$ cat config.mk
export PLATFORM = sky130hd
export DESIGN_NAME = uart_cfg_flat
export DESIGN_NICKNAME = d
export VERILOG_FILES = /design/src/rtl/uart_pkg.sv /design/src/rtl/uart_cfg_if.sv /design/src/rtl/baud_rate_generator.sv /design/src/rtl/fifo.sv /design/src/rtl/uart_rx_par.sv /design/src/rtl/uart_cfg.sv /design/src/flat_wrapper.sv
export SDC_FILE = /design/constraint.sdc
export NUM_CORES = 1
export LEC_CHECK = 0
export CORE_MARGIN = 4
export CORE_UTILIZATION = 30
export CTS_CLUSTER_SIZE = 10
export DETAILED_ROUTE_END_ITERATION = 10
export DONT_BUFFER_PORTS = 1
export PLACE_DENSITY = 0.49
export SKIP_CTS_REPAIR_TIMING = 1
export SLEW_MARGIN = 25
export SYNTH_ARGS = -nofsm -noshare
export SYNTH_HDL_FRONTEND = slang
export SYNTH_SLANG_ARGS = --single-unit
export TNS_END_PERCENT = 10
$ cat constraint.sdc
create_clock -name clk -period 6.5 [get_ports clk]
set_clock_uncertainty 0.05 [all_clocks]
set_input_delay 0.65 -clock clk [delete_from_list [all_inputs] [get_ports clk]]
set_output_delay 0.65 -clock clk [all_outputs]
set_load 0.005 [all_outputs]
$ cat src/rtl/uart_pkg.sv
// rtl/uart_pkg.sv - shared parity encodings, FSM states and oversample constant for uart_cfg
package uart_pkg;

    localparam int OVERSAMPLE = 16;

    localparam logic [1:0] PAR_NONE = 2'b00;
    localparam logic [1:0] PAR_EVEN = 2'b01;
    localparam logic [1:0] PAR_ODD  = 2'b10;

    typedef enum logic [2:0] {
        IDLE,
        START,
        DATA,
        PARITY,
        STOP
    } uart_state_t;

    // 2'b11 is a reserved code and behaves like PAR_NONE
    function automatic logic par_enabled(input logic [1:0] mode);
        return (mode == PAR_EVEN) || (mode == PAR_ODD);
    endfunction

endpackage

$ cat src/rtl/uart_cfg_if.sv
// rtl/uart_cfg_if.sv - host-side configuration, FIFO access and status bundle of uart_cfg
interface uart_cfg_if #(
    parameter int DBITS  = 8,
    parameter int DVSR_W = 11
);
    logic [DVSR_W-1:0] final_value;
    logic [1:0]        parity_mode;
    logic              rd;
    logic              wr;
    logic [DBITS-1:0]  w_data;
    logic              clr_err;
    logic [DBITS-1:0]  r_data;
    logic              rx_parity_err;
    logic              rx_frame_err;
    logic              rx_overrun;
    logic              rx_empty;
    logic              tx_full;

    modport master (
        output final_value, parity_mode, rd, wr, w_data, clr_err,
        input  r_data, rx_parity_err, rx_frame_err, rx_overrun, rx_empty, tx_full
    );

    modport slave (
        input  final_value, parity_mode, rd, wr, w_data, clr_err,
        output r_data, rx_parity_err, rx_frame_err, rx_overrun, rx_empty, tx_full
    );
endinterface

$ cat src/rtl/baud_rate_generator.sv
// rtl/baud_rate_generator.sv - oversample tick every final_value+1 clocks
module baud_rate_generator #(
    parameter int DVSR_W = 11
) (
    input  logic              clk,
    input  logic              rst,
    input  logic [DVSR_W-1:0] final_value,
    output logic              tick
);
    logic [DVSR_W-1:0] cnt;
    logic [DVSR_W-1:0] limit;

    // divisor is reloaded only at wrap so a change never truncates a period
    always_ff @(posedge clk) begin
        if (rst) begin
            cnt   <= '0;
            limit <= final_value;
        end else if (cnt == limit) begin
            cnt   <= '0;
            limit <= final_value;
        end else begin
            cnt   <= cnt + DVSR_W'(1);
        end
    end

    assign tick = (cnt == limit);
endmodule

$ cat src/rtl/fifo.sv
// rtl/fifo.sv - first-word-fall-through synchronous FIFO, depth 2**AW
module fifo #(
    parameter int W  = 8,
    parameter int AW = 4
) (
    input  logic         clk,
    input  logic         rst,
    input  logic         rd,
    input  logic         wr,
    input  logic [W-1:0] w_data,
    output logic [W-1:0] r_data,
    output logic         empty,
    output logic         full
);
    logic [W-1:0] mem [2**AW];
    logic [AW:0]  wptr;
    logic [AW:0]  rptr;
    logic         wr_en;
    logic         rd_en;

    assign wr_en = wr && !full;
    assign rd_en = rd && !empty;

    always_ff @(posedge clk) begin
        if (wr_en) begin
            mem[wptr[AW-1:0]] <= w_data;
        end
    end

    always_ff @(posedge clk) begin
        if (rst) begin
            wptr <= '0;
            rptr <= '0;
        end else begin
            if (wr_en) wptr <= wptr + (AW+1)'(1);
            if (rd_en) rptr <= rptr + (AW+1)'(1);
        end
    end

    assign r_data = mem[rptr[AW-1:0]];
    assign empty  = (wptr == rptr);
    assign full   = (wptr[AW] != rptr[AW]) && (wptr[AW-1:0] == rptr[AW-1:0]);
endmodule

$ cat src/rtl/uart_rx_par.sv
// rtl/uart_rx_par.sv - oversampled RX engine with parity check, framing check and start glitch reject
module uart_rx_par
    import uart_pkg::*;
#(
    parameter int DBITS   = 8,
    parameter int SB_TICK = 16
) (
    input  logic             clk,
    input  logic             rst,
    input  logic             rx,
    input  logic             s_tick,
    input  logic [1:0]       parity_mode,
    output logic             rx_done,
    output logic [DBITS+1:0] rx_word
);
    uart_state_t      state, state_n;
    logic [5:0]       s, s_n;
    logic [3:0]       n, n_n;
    logic [DBITS-1:0] b, b_n;
    logic             par_on, par_on_n;
    logic             odd, odd_n;
    logic             perr, perr_n;

    always_ff @(posedge clk) begin
        if (rst) begin
            state  <= IDLE;
            s      <= '0;
            n      <= '0;
            b      <= '0;
            par_on <= 1'b0;
            odd    <= 1'b0;
            perr   <= 1'b0;
        end else begin
            state  <= state_n;
            s      <= s_n;
            n      <= n_n;
            b      <= b_n;
            par_on <= par_on_n;
            odd    <= odd_n;
            perr   <= perr_n;
        end
    end

    always_comb begin
        state_n  = state;
        s_n      = s;
        n_n      = n;
        b_n      = b;
        par_on_n = par_on;
        odd_n    = odd;
        perr_n   = perr;
        rx_done  = 1'b0;
        // frame error bit is the live stop sample, valid in the rx_done cycle
        rx_word  = {~rx, perr, b};
        case (state)
            IDLE: begin
                if (!rx) begin
                    state_n  = START;
                    s_n      = '0;
                    par_on_n = par_enabled(parity_mode);
                    odd_n    = (parity_mode == PAR_ODD);
                    perr_n   = 1'b0;
                end
            end
            START: begin
                if (s_tick) begin
                    if (s == 6'(OVERSAMPLE/2 - 1)) begin
                        if (rx) begin
                            state_n = IDLE;
                        end else begin
                            state_n = DATA;
                            s_n     = '0;
                            n_n     = '0;
                        end
                    end else begin
                        s_n = s + 6'd1;
                    end
                end
            end
            DATA: begin
                if (s_tick) begin
                    if (s == 6'(OVERSAMPLE - 1)) begin
                        s_n = '0;
                        b_n = {rx, b[DBITS-1:1]};
                        if (n == 4'(DBITS - 1)) begin
                            state_n = par_on ? PARITY : STOP;
                        end else begin
                            n_n = n + 4'd1;
                        end
                    end else begin
                        s_n = s + 6'd1;
                    end
                end
            end
            PARITY: begin
                if (s_tick) begin
                    if (s == 6'(OVERSAMPLE - 1)) begin
                        s_n     = '0;
                        perr_n  = (^b) ^ rx ^ odd;
                        state_n = STOP;
                    end else begin
                        s_n = s + 6'd1;
                    end
                end
            end
            STOP: begin
                if (s_tick) begin
                    if (s == 6'(SB_TICK - 1)) begin
                        rx_done = 1'b1;
                        state_n = IDLE;
                    end else begin
                        s_n = s + 6'd1;
                    end
                end
            end
            default: state_n = IDLE;
        endcase
    end
endmodule

$ cat src/rtl/uart_cfg.sv
// rtl/uart_cfg.sv - configurable UART top: baud generator, RX/TX FIFOs, RX engine and inline TX engine
module uart_cfg
    import uart_pkg::*;
#(
    parameter int DBITS   = 8,
    parameter int SB_TICK = 16,
    parameter int FIFO_AW = 4,
    parameter int DVSR_W  = 11
) (
    input  logic       clk,
    input  logic       rst,
    uart_cfg_if.slave  host,
    input  logic       rx,
    output logic       tx
);
    logic             tick;
    logic             rx_done;
    logic [DBITS+1:0] rx_word;
    logic [DBITS+1:0] rx_head;
    logic             rx_full;
    logic             rx_empty;
    logic             overrun;
    logic [DBITS-1:0] tx_head;
    logic             tx_empty;
    logic             tx_full;
    logic             tx_pop;

    baud_rate_generator #(.DVSR_W(DVSR_W)) u_baud (
        .clk         (clk),
        .rst         (rst),
        .final_value (host.final_value),
        .tick        (tick)
    );

    uart_rx_par #(.DBITS(DBITS), .SB_TICK(SB_TICK)) u_rx (
        .clk         (clk),
        .rst         (rst),
        .rx          (rx),
        .s_tick      (tick),
        .parity_mode (host.parity_mode),
        .rx_done     (rx_done),
        .rx_word     (rx_word)
    );

    fifo #(.W(DBITS+2), .AW(FIFO_AW)) u_rx_fifo (
        .clk    (clk),
        .rst    (rst),
        .rd     (host.rd),
        .wr     (rx_done),
        .w_data (rx_word),
        .r_data (rx_head),
        .empty  (rx_empty),
        .full   (rx_full)
    );

    fifo #(.W(DBITS), .AW(FIFO_AW)) u_tx_fifo (
        .clk    (clk),
        .rst    (rst),
        .rd     (tx_pop),
        .wr     (host.wr),
        .w_data (host.w_data),
        .r_data (tx_head),
        .empty  (tx_empty),
        .full   (tx_full)
    );

    // a new overrun outranks a clear in the same cycle
    always_ff @(posedge clk) begin
        if (rst) begin
            overrun <= 1'b0;
        end else if (rx_done && rx_full) begin
            overrun <= 1'b1;
        end else if (host.clr_err) begin
            overrun <= 1'b0;
        end
    end

    assign host.r_data        = rx_head[DBITS-1:0];
    assign host.rx_parity_err = rx_head[DBITS];
    assign host.rx_frame_err  = rx_head[DBITS+1];
    assign host.rx_overrun    = overrun;
    assign host.rx_empty      = rx_empty;
    assign host.tx_full       = tx_full;

    uart_state_t      tx_state, tx_state_n;
    logic [5:0]       tx_s, tx_s_n;
    logic [3:0]       tx_n, tx_n_n;
    logic [DBITS-1:0] tx_b, tx_b_n;
    logic             tx_par_on, tx_par_on_n;
    logic             tx_par_bit, tx_par_bit_n;
    logic             tx_q, tx_q_n;

    always_ff @(posedge clk) begin
        if (rst) begin
            tx_state   <= IDLE;
            tx_s       <= '0;
            tx_n       <= '0;
            tx_b       <= '0;
            tx_par_on  <= 1'b0;
            tx_par_bit <= 1'b0;
            tx_q       <= 1'b1;
        end else begin
            tx_state   <= tx_state_n;
            tx_s       <= tx_s_n;
            tx_n       <= tx_n_n;
            tx_b       <= tx_b_n;
            tx_par_on  <= tx_par_on_n;
            tx_par_bit <= tx_par_bit_n;
            tx_q       <= tx_q_n;
        end
    end

    always_comb begin
        tx_state_n   = tx_state;
        tx_s_n       = tx_s;
        tx_n_n       = tx_n;
        tx_b_n       = tx_b;
        tx_par_on_n  = tx_par_on;
        tx_par_bit_n = tx_par_bit;
        tx_q_n       = tx_q;
        tx_pop       = 1'b0;
        case (tx_state)
            IDLE: begin
                tx_q_n = 1'b1;
                if (tick && !tx_empty) begin
                    tx_state_n   = START;
                    tx_s_n       = '0;
                    tx_b_n       = tx_head;
                    tx_par_on_n  = par_enabled(host.parity_mode);
                    tx_par_bit_n = (^tx_head) ^ (host.parity_mode == PAR_ODD);
                    tx_q_n       = 1'b0;
                end
            end
            START: begin
                if (tick) begin
                    if (tx_s == 6'(OVERSAMPLE - 1)) begin
                        tx_state_n = DATA;
                        tx_s_n     = '0;
                        tx_n_n     = '0;
                        tx_q_n     = tx_b[0];
                    end else begin
                        tx_s_n = tx_s + 6'd1;
                    end
                end
            end
            DATA: begin
                if (tick) begin
                    if (tx_s == 6'(OVERSAMPLE - 1)) begin
                        tx_s_n = '0;
                        tx_b_n = {1'b0, tx_b[DBITS-1:1]};
                        if (tx_n == 4'(DBITS - 1)) begin
                            tx_state_n = tx_par_on ? PARITY : STOP;
                            tx_q_n     = tx_par_on ? tx_par_bit : 1'b1;
                        end else begin
                            tx_n_n = tx_n + 4'd1;
                            tx_q_n = tx_b[1];
                        end
                    end else begin
                        tx_s_n = tx_s + 6'd1;
                    end
                end
            end
            PARITY: begin
                if (tick) begin
                    if (tx_s == 6'(OVERSAMPLE - 1)) begin
                        tx_state_n = STOP;
                        tx_s_n     = '0;
                        tx_q_n     = 1'b1;
                    end else begin
                        tx_s_n = tx_s + 6'd1;
                    end
                end
            end
            STOP: begin
                // the IDLE tick that launches the next word supplies the last stop tick
                if (tick) begin
                    if (tx_s == 6'(SB_TICK - 2)) begin
                        tx_state_n = IDLE;
                        tx_pop     = 1'b1;
                    end else begin
                        tx_s_n = tx_s + 6'd1;
                    end
                end
            end
            default: tx_state_n = IDLE;
        endcase
    end

    assign tx = tx_q;
endmodule

$ cat src/flat_wrapper.sv
// flat-port wrapper written by rule: the top's interface ports become plain ports
module uart_cfg_flat import uart_pkg::*;
#(
    parameter int DBITS   = 8,
    parameter int SB_TICK = 16,
    parameter int FIFO_AW = 4,
    parameter int DVSR_W  = 11
)
  (clk, rst, rx, tx, host_final_value, host_parity_mode, host_rd, host_wr, host_w_data, host_clr_err, host_r_data, host_rx_parity_err, host_rx_frame_err, host_rx_overrun, host_rx_empty, host_tx_full);
  uart_cfg_if #(.DBITS(DBITS), .DVSR_W(DVSR_W)) host_i ();
  input  logic clk;
  input  logic rst;
  input  logic rx;
  output logic tx;
  input wire logic [$bits(host_i.final_value)-1:0] host_final_value;
  input wire logic [$bits(host_i.parity_mode)-1:0] host_parity_mode;
  input wire logic [$bits(host_i.rd)-1:0] host_rd;
  input wire logic [$bits(host_i.wr)-1:0] host_wr;
  input wire logic [$bits(host_i.w_data)-1:0] host_w_data;
  input wire logic [$bits(host_i.clr_err)-1:0] host_clr_err;
  output wire logic [$bits(host_i.r_data)-1:0] host_r_data;
  output wire logic [$bits(host_i.rx_parity_err)-1:0] host_rx_parity_err;
  output wire logic [$bits(host_i.rx_frame_err)-1:0] host_rx_frame_err;
  output wire logic [$bits(host_i.rx_overrun)-1:0] host_rx_overrun;
  output wire logic [$bits(host_i.rx_empty)-1:0] host_rx_empty;
  output wire logic [$bits(host_i.tx_full)-1:0] host_tx_full;
  assign host_i.final_value = host_final_value;
  assign host_i.parity_mode = host_parity_mode;
  assign host_i.rd = host_rd;
  assign host_i.wr = host_wr;
  assign host_i.w_data = host_w_data;
  assign host_i.clr_err = host_clr_err;
  assign host_r_data = host_i.r_data;
  assign host_rx_parity_err = host_i.rx_parity_err;
  assign host_rx_frame_err = host_i.rx_frame_err;
  assign host_rx_overrun = host_i.rx_overrun;
  assign host_rx_empty = host_i.rx_empty;
  assign host_tx_full = host_i.tx_full;
  uart_cfg #(.DBITS(DBITS), .SB_TICK(SB_TICK), .FIFO_AW(FIFO_AW), .DVSR_W(DVSR_W)) u_core (.clk(clk), .rst(rst), .host(host_i), .rx(rx), .tx(tx));
endmodule
==> flow_summary_export.csv, run 1 <==
group,metric,value,unit
worst_setup_path,startpoint_type,"flip-flop",
yosys,syn_inst,999,
floorplan,initial_utilization,30.3,%
global_route,grt_pass1_wl,51.8,mm
power,intPower,0.00410,W
routing,wl,33.4,mm
yosys,syn_nets,1043,
cts,cts_inserted_buffers,45,
floorplan,die_height,238,um
global_route,antenna_found_initial,0,
power,clkPwrFrac,43.8,%
placed_design,dp_slack,2.77,ns
timing,tightest_slew,1.02,ns
worst_setup_path,worst_ep_required_time,6.63,ns
power,fin_total_pwr,0.00521,W
timing,setup-tns-final,0,ns
power,comb_power_share,4.1,%
hold_path,hold_path.class,"in -> reg",
routing,route.vias.total,8207,
yosys,async_flop_share,0,%
placed_design,dp.cells,1646,
floorplan,rows,84,
placed_design,post-dp-hpwl,21.3,mm
finish,fill_cells,5008,
status,outcome,"finished, final reports clean",
yosys,synth_edf_count,299,
floorplan,die_w,238,um
floorplan,die-area,56900,um^2
flow_run,cap_violations,0,
worst_setup_path,critPathSlowestCell,"nor2_1",
floorplan,num_io_pins,41,
global_route,grt_remaining_overflow,0,
cts,cts_buffer_depth,3,
yosys,ys_warn_count,0,
cts,clk_latency,0.57,ns
routing,routedWlPerCell,19.3,um
yosys,synth.cell_area,15900,um^2
power,swShare,21.3,%
cts,cts.sinks,387,
timing,fin_ws,2.86,ns
yosys,synth-main-ff-cell,"edfxtp_1",
timing,rsz0062_at_grt,"no",
floorplan,core,52600,um^2
placed_design,io_buffers,0,
power,seq_power_share,52.1,%
routing,drc,0,
power,ir_worst_vdd,194,uV
power,p_per_area,290,nW/um^2
routing,drtIter0Drc,652,
worst_setup_path,path_max_fanout,16,
routing,vias_per_cell,4.74,
timing,min_period,3.64,ns
global_route,first_global_vias,8333,
yosys,synth_seq_area_share,67.4,%
timing,relSlewSlack,31.8,%
power,leakage,5.65,nW
routing,detail_route.first_pass.iterations,5,
timing,finalCritPeriodShare,56.1,%
cts,cts_tree,"yes",
yosys,yosysUniqueCellTypes,53,
timing,setup_viol,0,
yosys,ys_seq_elements,387,
timing,hold_violations,0,
placed_design,gp_congestion,0.756,
finish,drive_gt1_share,14.6,%
routing,ant_nets,0,
worst_setup_path,cp-end-kind,"flip-flop",
cts,htree_levels,2,
worst_setup_path,crit_chain,"xnor2_1, nand3_1, or3_1, nor4_4, nand2_1, nor2_1",
worst_setup_path,path_class,"reg -> reg",
global_route,grt_max_degree,69,
timing,fmax,0.274,GHz
global_route,grt_util_all_layers,11.9,%
yosys,synth_area_per_cell,15.9,um^2
worst_setup_path,cp_slowest_stage_delay,0.79,ns
worst_setup_path,crit_arrival,3.78,ns
timing,slew_violations,0,
cts,clk_pin_slew,0.06,ns
finish,n_antenna_cell,0,
finish,final_nets,1049,
power,switchingPower,0.00111,W
cts,cts_root_buf,"clkbuf_16",
finish,area_growth,12.7,%
finish,layout.cells.non_filler,1730,
==> registers in the layout, indices dropped and copies added (netlist names), named ones only <==
register	flops
u_core.u_rx_fifo.mem	160
u_core.u_tx_fifo.mem	128
u_core.u_baud.cnt	11
u_core.u_baud.limit	11
u_core.tx_b	8
u_core.u_rx.b	8
u_core.tx_s	6
u_core.u_rx.s	6
u_core.u_rx_fifo.rptr	5
u_core.u_rx_fifo.wptr	5
u_core.u_tx_fifo.rptr	5
u_core.u_tx_fifo.wptr	5
u_core.tx_n	4
u_core.u_rx.n	4
u_core.tx_state	3
u_core.u_rx.state	3
u_core.host.rx_overrun	1
u_core.tx	1
u_core.tx_par_bit	1
u_core.tx_par_on	1
u_core.u_rx.odd	1
u_core.u_rx.par_on	1
u_core.u_rx.perr	1
==> cells in the final DEF (no fill, tap or decap), drive strengths merged, types with 10 or more instances in the layout <==
cell type / instances
nand2: 57
nand3: 23
ha: 17
clkbuf: 79
xor2: 33
or3: 10
dfxtp: 88
xnor2: 27
a21oi: 28
nand4: 14
nor2: 111
edfxtp: 299
nor3: 19
mux4: 86
mux2i: 15
o21ai: 20
inv: 18
==> worst max-delay path, delay by kind of cell (launching register included) <==
| kind | cells | cell delay (ns) |
|---|---|---|
| xor gates and xnor gates | 1 | 0.15 |
| and+or+nand+nor | 5 | 2.59 |
| DFF | 1 | 0.45 |
==> cell type report <==
type	instances	area (um^2)	area share, %
multi-input combinational	550	4920	27.4
clock inverter	5	46.3	0.258
tap	688	861	4.80
timing repair buffer	6	45.0	0.251
clock buffer	79	1270	7.10
inverter	15	56.3	0.314
sequential	387	10700	59.9
==> per-layer routing <==
metal  vias to the layer above  part of all wire, %  track usage (%)
met3                        50                  3.8             2.75
li1                       3878                    -                -
met4                         0                  1.9             2.87
met5                         -                    0                0
met2                       110                   48             19.4
met1                      4169                   46             16.2
==> synthesized netlist by cell type (all sizes together), types with 2 or more instances <==
master	instances	area (um^2)
o21ai	20	100
dfxtp	88	1760
a22oi	9	67.6
inv	15	56.3
nand2	57	214
xor2	33	289
nand3	23	115
nand3b	4	30.0
or2	3	18.8
mux4	86	2000
and2	5	31.3
a21o	3	22.5
nor3b	2	15.0
a21bo	3	30.0
nand4	14	87.6
nor4	8	80.1
nor2	111	417
a211oi	5	37.5
nor3	19	95.1
xnor2	27	244
o31ai	2	15.0
or4	2	15.0
xnor3	3	68.8
or3	10	62.6
a31oi	3	18.8
clkbuf	29	116
ha	17	213
buf	18	139
edfxtp	299	8980
o21bai	2	15.0
nor2b	5	31.3
nand2b	9	56.3
a21oi	28	140
mux2i	15	150
and3	5	31.3
a311oi	8	76.3
or4b	2	20.0
==> cells by family (layout without fill, tap and decap cells) <==
kind of cell / count (synthesis) / after routing / synth area share (%)
XOR/XNOR: 63 / 63 / 3.78
AO/OA/AOI/OAI: 88 / 88 / 3.55
adder cells (fa/ha/maj): 17 / 17 / 1.34
multiplexers: 101 / 101 / 13.5
flip-flops: 387 / 387 / 67.4
buffers and inverters: 62 / 105 / 1.96
AND/OR/NAND/NOR: 281 / 281 / 8.46
==> worst paths after layout <==
path | slack [ns] | to | depth (start not counted) | startpoint
worst max-delay path | 2.86 | u_core.u_rx_fifo.mem[7][2] | 6 | u_core.u_baud.cnt[0]
worst min-delay path | 0.12 | flip-flop | 1 | rst
worst max register to register | 2.86 | u_core.u_rx_fifo.mem[7][2] | 6 | u_core.u_baud.cnt[0]
worst min register to register | 0.42 | u_core.tx_n[1] | 2 | u_core.tx_n[1]
==> through the flow <==
| step | cell area [um^2] | hold slack, ns | util, % |
|---|---|---|---|
| global placement | 16600 | 0.407 | 31.6 |
| floorplan | 15900 | 0.399 | - |
| CTS | 17900 | 0.0782 | 34.1 |
| detailed placement | 16600 | 0.414 | 31.6 |
| global route | 17900 | 0.0833 | 34.2 |
| finish | 17900 | 0.120 | 34.2 |
==> power groups by stage <==
stage	sequential [W]	clock, W	combinational, W
6_report	0.00271	0.00228	0.000213
5_1_grt	0.00271	0.00248	0.000241
2_1_floorplan	0.00274	0	0.000190
3_5_place_dp	0.00276	0	0.000214
4_1_cts	0.00271	0.00236	0.000215
3_3_place_gp	0.00276	0	0.000215
No activity file was read; power rests on OpenSTA's default activity.
==> inputs of run 2 (changes only) <==
==> constraint.sdc (replaced) <==
create_clock -name clk -period 3.65 [get_ports clk]
set_clock_uncertainty 0.05 [all_clocks]
set_input_delay 0.365 -clock clk [delete_from_list [all_inputs] [get_ports clk]]
set_output_delay 0.365 -clock clk [all_outputs]
set_load 0.005 [all_outputs]
==> flow_summary_export.csv, run 2 (synthesized netlist as in run 1, its figures left out) <==
group,metric,value,unit
status,outcome,"finished, final reports clean",
floorplan,die_height,238,um
worst_setup_path,worst_ep_required_time,4.01,ns
power,intPower,0.00740,W
finish,multi_input_area,4890,um^2
finish,largest_reg_flops,160,
timing,relSlewSlack,35.1,%
timing,hold_violations,0,
worst_setup_path,critPathSlowestCell,"or3_1",
global_route,grt_max_degree,69,
timing,fmax,0.336,GHz
global_route,antenna_found_initial,1,
power,switchingPower,0.00202,W
finish,register_area,10700,um^2
cts,cts_buffer_depth,3,
hold_path,hold_path.class,"in -> reg",
floorplan,initial_utilization,30.3,%
routing,route.vias.total,8372,
finish,final_cell_mix,"edfxtp_1, nor2_1, dfxtp_1, mux4_2, nand2_1",
timing,min_period,2.98,ns
timing,setup_viol,0,
worst_setup_path,reg2regPathDepth,8,
power,seq_power_share,51.3,%
timing,setup-tns-final,0,ns
timing,rsz0062_at_grt,"no",
cts,cts_root_buf,"clkbuf_16",
finish,fill_cells,5060,
timing,tightest_slew,0.974,ns
routing,drtIter0Drc,552,
cts,cts_tree,"yes",
finish,final_nets,1105,
routing,vias_per_cell,4.68,
worst_setup_path,cp-end-kind,"flip-flop",
global_route,grt_pass1_wl,50.4,mm
placed_design,post-dp-hpwl,20.6,mm
worst_setup_path,startpoint_type,"flip-flop",
flow_run,cap_violations,0,
floorplan,die_w,238,um
power,p_per_area,509,nW/um^2
power,clkPwrFrac,44.1,%
floorplan,core,52600,um^2
worst_setup_path,path_buf_inv,1,
global_route,grt_util_all_layers,11.3,%
finish,area_growth,16.0,%
placed_design,gp_congestion,0.731,
worst_setup_path,cp_slowest_stage_delay,0.57,ns
worst_setup_path,path_class,"reg -> reg",
power,comb_power_share,4.6,%
floorplan,die-area,56900,um^2
routing,wl,32.2,mm
power,swShare,21.4,%
cts,clk_latency,0.57,ns
worst_setup_path,crit_family,"compound AO/OA/AOI/OAI gates",
routing,detail_route.first_pass.iterations,5,
floorplan,rows,84,
hold_path,hold_depth,3,
timing,slew_violations,0,
power,leakage,5.95,nW
routing,routedWlPerCell,18.0,um
finish,layout.cells.most_common,"edfxtp_1",
worst_setup_path,crit_cells,8,
finish,layout.cells.non_filler,1787,
routing,drc,0,
worst_setup_path,path_max_fanout,10,
routing,ant_nets,0,
cts,htree_levels,2,
global_route,grt_remaining_overflow,0,
placed_design,dp.cells,1680,
timing,finalCritPeriodShare,81.6,%
finish,drive_gt1_share,16.7,%
power,ir_worst_vdd,353,uV
cts,clk_pin_slew,0.06,ns
floorplan,num_io_pins,41,
global_route,first_global_vias,8336,
placed_design,io_buffers,0,
cts,cts.sinks,387,
worst_setup_path,crit_arrival,3.34,ns
worst_setup_path,crit_chain,"xnor2_1, nand3_1, or3_1, buf_4, a311oi_2, nand2_1, o21ai_0, a211oi_1",
cts,cts_inserted_buffers,45,
-- run 2: per-stage QoR --
step	hold slack [ns]	util [%]	cell area, um^2	worst slack [ns]	total power (W)
detailed placement	0.392	32.1	16900	0.666	0.00530
floorplan	0.399	-	15900	0.648	0.00522
CTS	-0.219	34.7	18200	0.599	0.00952
global route	0.0634	35.2	18500	0.301	0.00984
finish	0.0326	35.2	18500	0.672	0.00941
global placement	0.399	32.1	16900	0.715	0.00530
-- run 2: area by class of cell --
class,count,share of cell area [%]
sequential,387,58.1
clock buffer,82,7.18
tap,688,4.66
multi-input combinational,550,26.5
antenna,1,0.0135
clock inverter,2,0.196
inverter,15,0.305
timing repair buffer,62,3.05
-- run 2: worst min-delay path: stages --
cell	delay, ns
nor4_1	0.08
nor2_1	0.10
a211oi_1	0.05
-- run 2: worst paths after layout --
check	from	to	slack, ns
max reg2reg	u_core.u_baud.cnt[0]	u_core.tx_s[1]	0.67
min	rx	u_core.u_rx.par_on	0.03
min reg2reg	u_core.tx_n[1]	u_core.tx_n[1]	0.42
max	u_core.u_baud.cnt[0]	u_core.tx_s[1]	0.67
-- run 2: routing by layer --
metal,GRT usage (%),wire [um],vias to the layer above
li1,-,-,3984
met1,15.0,14500,4214
met2,18.7,15800,127
met3,2.32,1190,47
met4,3.59,682,0
met5,0,0,-
-- run 2: power by group through the flow --
stage	registers, W	clock network [W]	logic, W
after floorplan	0.00488	0	0.000338
after global placement	0.00492	0	0.000380
after detailed placement	0.00492	0	0.000382
after CTS	0.00483	0.00431	0.000385
after global routing	0.00483	0.00452	0.000487
final	0.00483	0.00415	0.000432
==> inputs of run 3 (changes only) <==
--- a/config.mk
+++ b/config.mk
@@ -10,7 +10,7 @@
 export CTS_CLUSTER_SIZE = 10
 export DETAILED_ROUTE_END_ITERATION = 10
 export DONT_BUFFER_PORTS = 1
-export PLACE_DENSITY = 0.49
+export PLACE_DENSITY = 0.5
 export SKIP_CTS_REPAIR_TIMING = 1
 export SLEW_MARGIN = 25
 export SYNTH_ARGS = -nofsm -noshare
==> constraint.sdc (replaced) <==
create_clock -name clk -period 2.6 [get_ports clk]
set_clock_uncertainty 0.05 [all_clocks]
set_input_delay 0.26 -clock clk [delete_from_list [all_inputs] [get_ports clk]]
set_output_delay 0.26 -clock clk [all_outputs]
set_load 0.005 [all_outputs]
==> flow_summary_export.csv, run 3 (synthesized netlist as in run 1, its figures left out) <==
group,metric,value,unit
status,outcome,"complete, but fails checks",
status,violations,"setup timing",
floorplan,die_w,238,um
timing,rsz0062_at_grt,"yes",
floorplan,die_height,238,um
worst_setup_path,crit_chain,"buf_12, buf_16, mux4_2, mux4_2",
placed_design,io_buffers,0,
routing,wl_met2,16.2,mm
timing,slew_violations,0,
routing,maxUsedRoutingLayer,"met4",
hold_path,hold_path.class,"in -> reg",
finish,final_nets,1169,
routing,vias_per_cell,4.63,
timing,hold_violations,0,
timing,setup-tns-final,-0.0464,ns
finish,layout.cells.most_common,"edfxtp_1",
floorplan,num_io_pins,41,
timing,fmax,0.382,GHz
finish,register_area,10800,um^2
flow_run,cap_violations,0,
worst_setup_path,worst_ep_required_time,2.29,ns
timing,relSlewSlack,55.2,%
timing,tightest_slew,0.670,ns
worst_setup_path,path_class,"reg -> out",
cts,htree_levels,2,
global_route,grt_util_all_layers,11.2,%
power,p_per_area,692,nW/um^2
floorplan,rows,84,
placed_design,gp_congestion,0.738,
cts,cts_tree,"yes",
cts,cts_root_buf,"clkbuf_16",
worst_setup_path,startpoint_type,"flip-flop",
power,ir_worst_vdd,506,uV
worst_setup_path,ff2ff_setup_slack,0,ns
floorplan,core,52600,um^2
routing,ant_nets,0,
global_route,antenna_found_initial,2,
routing,wl,32.4,mm
finish,multi_input_area,4930,um^2
finish,fin_util,36.5,%
timing,min_period,2.62,ns
finish,drive_gt1_share,21.5,%
timing,fin_ws,-0.0166,ns
cts,clk_latency,0.56,ns
routing,detail_route.first_pass.iterations,5,
routing,drtIter0Drc,597,
routing,drc,0,
timing,finalCritPeriodShare,101,%
floorplan,die-area,56900,um^2
worst_setup_path,path_max_fanout,6,
finish,largest_reg_flops,160,
routing,route.vias.total,8577,
timing,setup_viol,7,
global_route,grt_max_degree,69,
global_route,grt_remaining_overflow,0,
worst_setup_path,critPathSlowestCell,"mux4_2",
placed_design,place_area,17300,um^2
placed_design,dp_slack,-0.0505,ns
routing,m1WireLength,14.3,mm
floorplan,initial_utilization,30.3,%
worst_setup_path,cp_slowest_stage_delay,0.54,ns
cts,cts_inserted_buffers,46,
routing,wl_met3,1.24,mm
placed_design,post-dp-hpwl,20.9,mm
routing,routedWlPerCell,17.5,um
global_route,grt_pass1_wl,50.2,mm
cts,cts.sinks,387,
finish,final_cell_mix,"edfxtp_1, nor2_1, dfxtp_1, buf_4, mux4_2",
worst_setup_path,crit_arrival,2.31,ns
power,leakage,6.32,nW
finish,final_cell_area,19200,um^2
finish,fill_cells,5044,
finish,area_growth,20.3,%
worst_setup_path,worstReg2RegEnd,"u_core.tx_par_bit",
worst_setup_path,cpMostUsedCell,"mux4_2",
cts,cts_buffer_depth,3,
global_route,first_global_vias,8580,
worst_setup_path,cp-end-kind,"primary output",
worst_setup_path,endpoint,"host_r_data[0]",
worst_setup_path,reg2regPathDepth,7,
cts,clk_pin_slew,0.06,ns
[run 3: cell count changes in the layout (fill, tap and decap cells not counted), sizes merged]
cell and delta:
inv +1, dlygate4sd3 +6, buf +54, clkinv +3, diode +1, clkbuf +1
[run 3: stage by stage]
stage | cells | hold WS, ns | power (W)
finish | 1853 | 0.00162 | 0.0133
global route | 1852 | 0.000377 | 0.0138
CTS | 1814 | -0.304 | 0.0134
detailed placement | 1728 | 0.309 | 0.00748
global placement | 1728 | 0.309 | 0.00748
floorplan | 999 | 0.309 | 0.00733
[run 3: final cells by class]
class / count / share of cell area [%]
Sequential cell: 387 / 56.1
Multi-Input combinational cell: 550 / 25.7
Clock buffer: 80 / 6.89
Timing Repair Buffer: 125 / 6.23
Tap cell: 688 / 4.49
Inverter: 15 / 0.294
Clock inverter: 6 / 0.261
Antenna cell: 2 / 0.0261
[run 3: worst min-delay path by stage]
stage                                 end  cells past startpoint  slack (ns)            startpoint
2_1_floorplan      u_core.u_baud.limit[0]                      0        0.31   host_final_value[0]
3_3_place_gp      u_core.u_baud.limit[10]                      0        0.31  host_final_value[10]
3_5_place_dp       u_core.u_baud.limit[6]                      0        0.31   host_final_value[6]
4_1_cts        u_core.u_tx_fifo.mem[1][4]                      0       -0.30        host_w_data[4]
5_1_grt                  u_core.u_rx.n[1]                      2      0.0004                   rst
6_report                 u_core.u_rx.b[1]                      2       0.002                   rst
[run 3: worst max-delay path, delay by kind of cell, from the launching register on]
| kind | cells | cell delay, ns |
|---|---|---|
| buf+inv | 2 | 0.28 |
| flops | 1 | 0.39 |
| mux | 2 | 1.07 |
[run 3: routing by layer]
metal	track usage, %	vias up
met2	19.1	131
met1	14.4	4289
met3	2.27	40
met4	3.34	0
li1	-	4117
met5	0	-
[run 3: power breakdown]
group	total, W	leakage [nW]	switching (W)	internal, W
combinational	0.000665	2.26	0.000364	0.000300
clock	0.00583	0.656	0.00239	0.00344
sequential	0.00676	3.41	0.0000725	0.00669
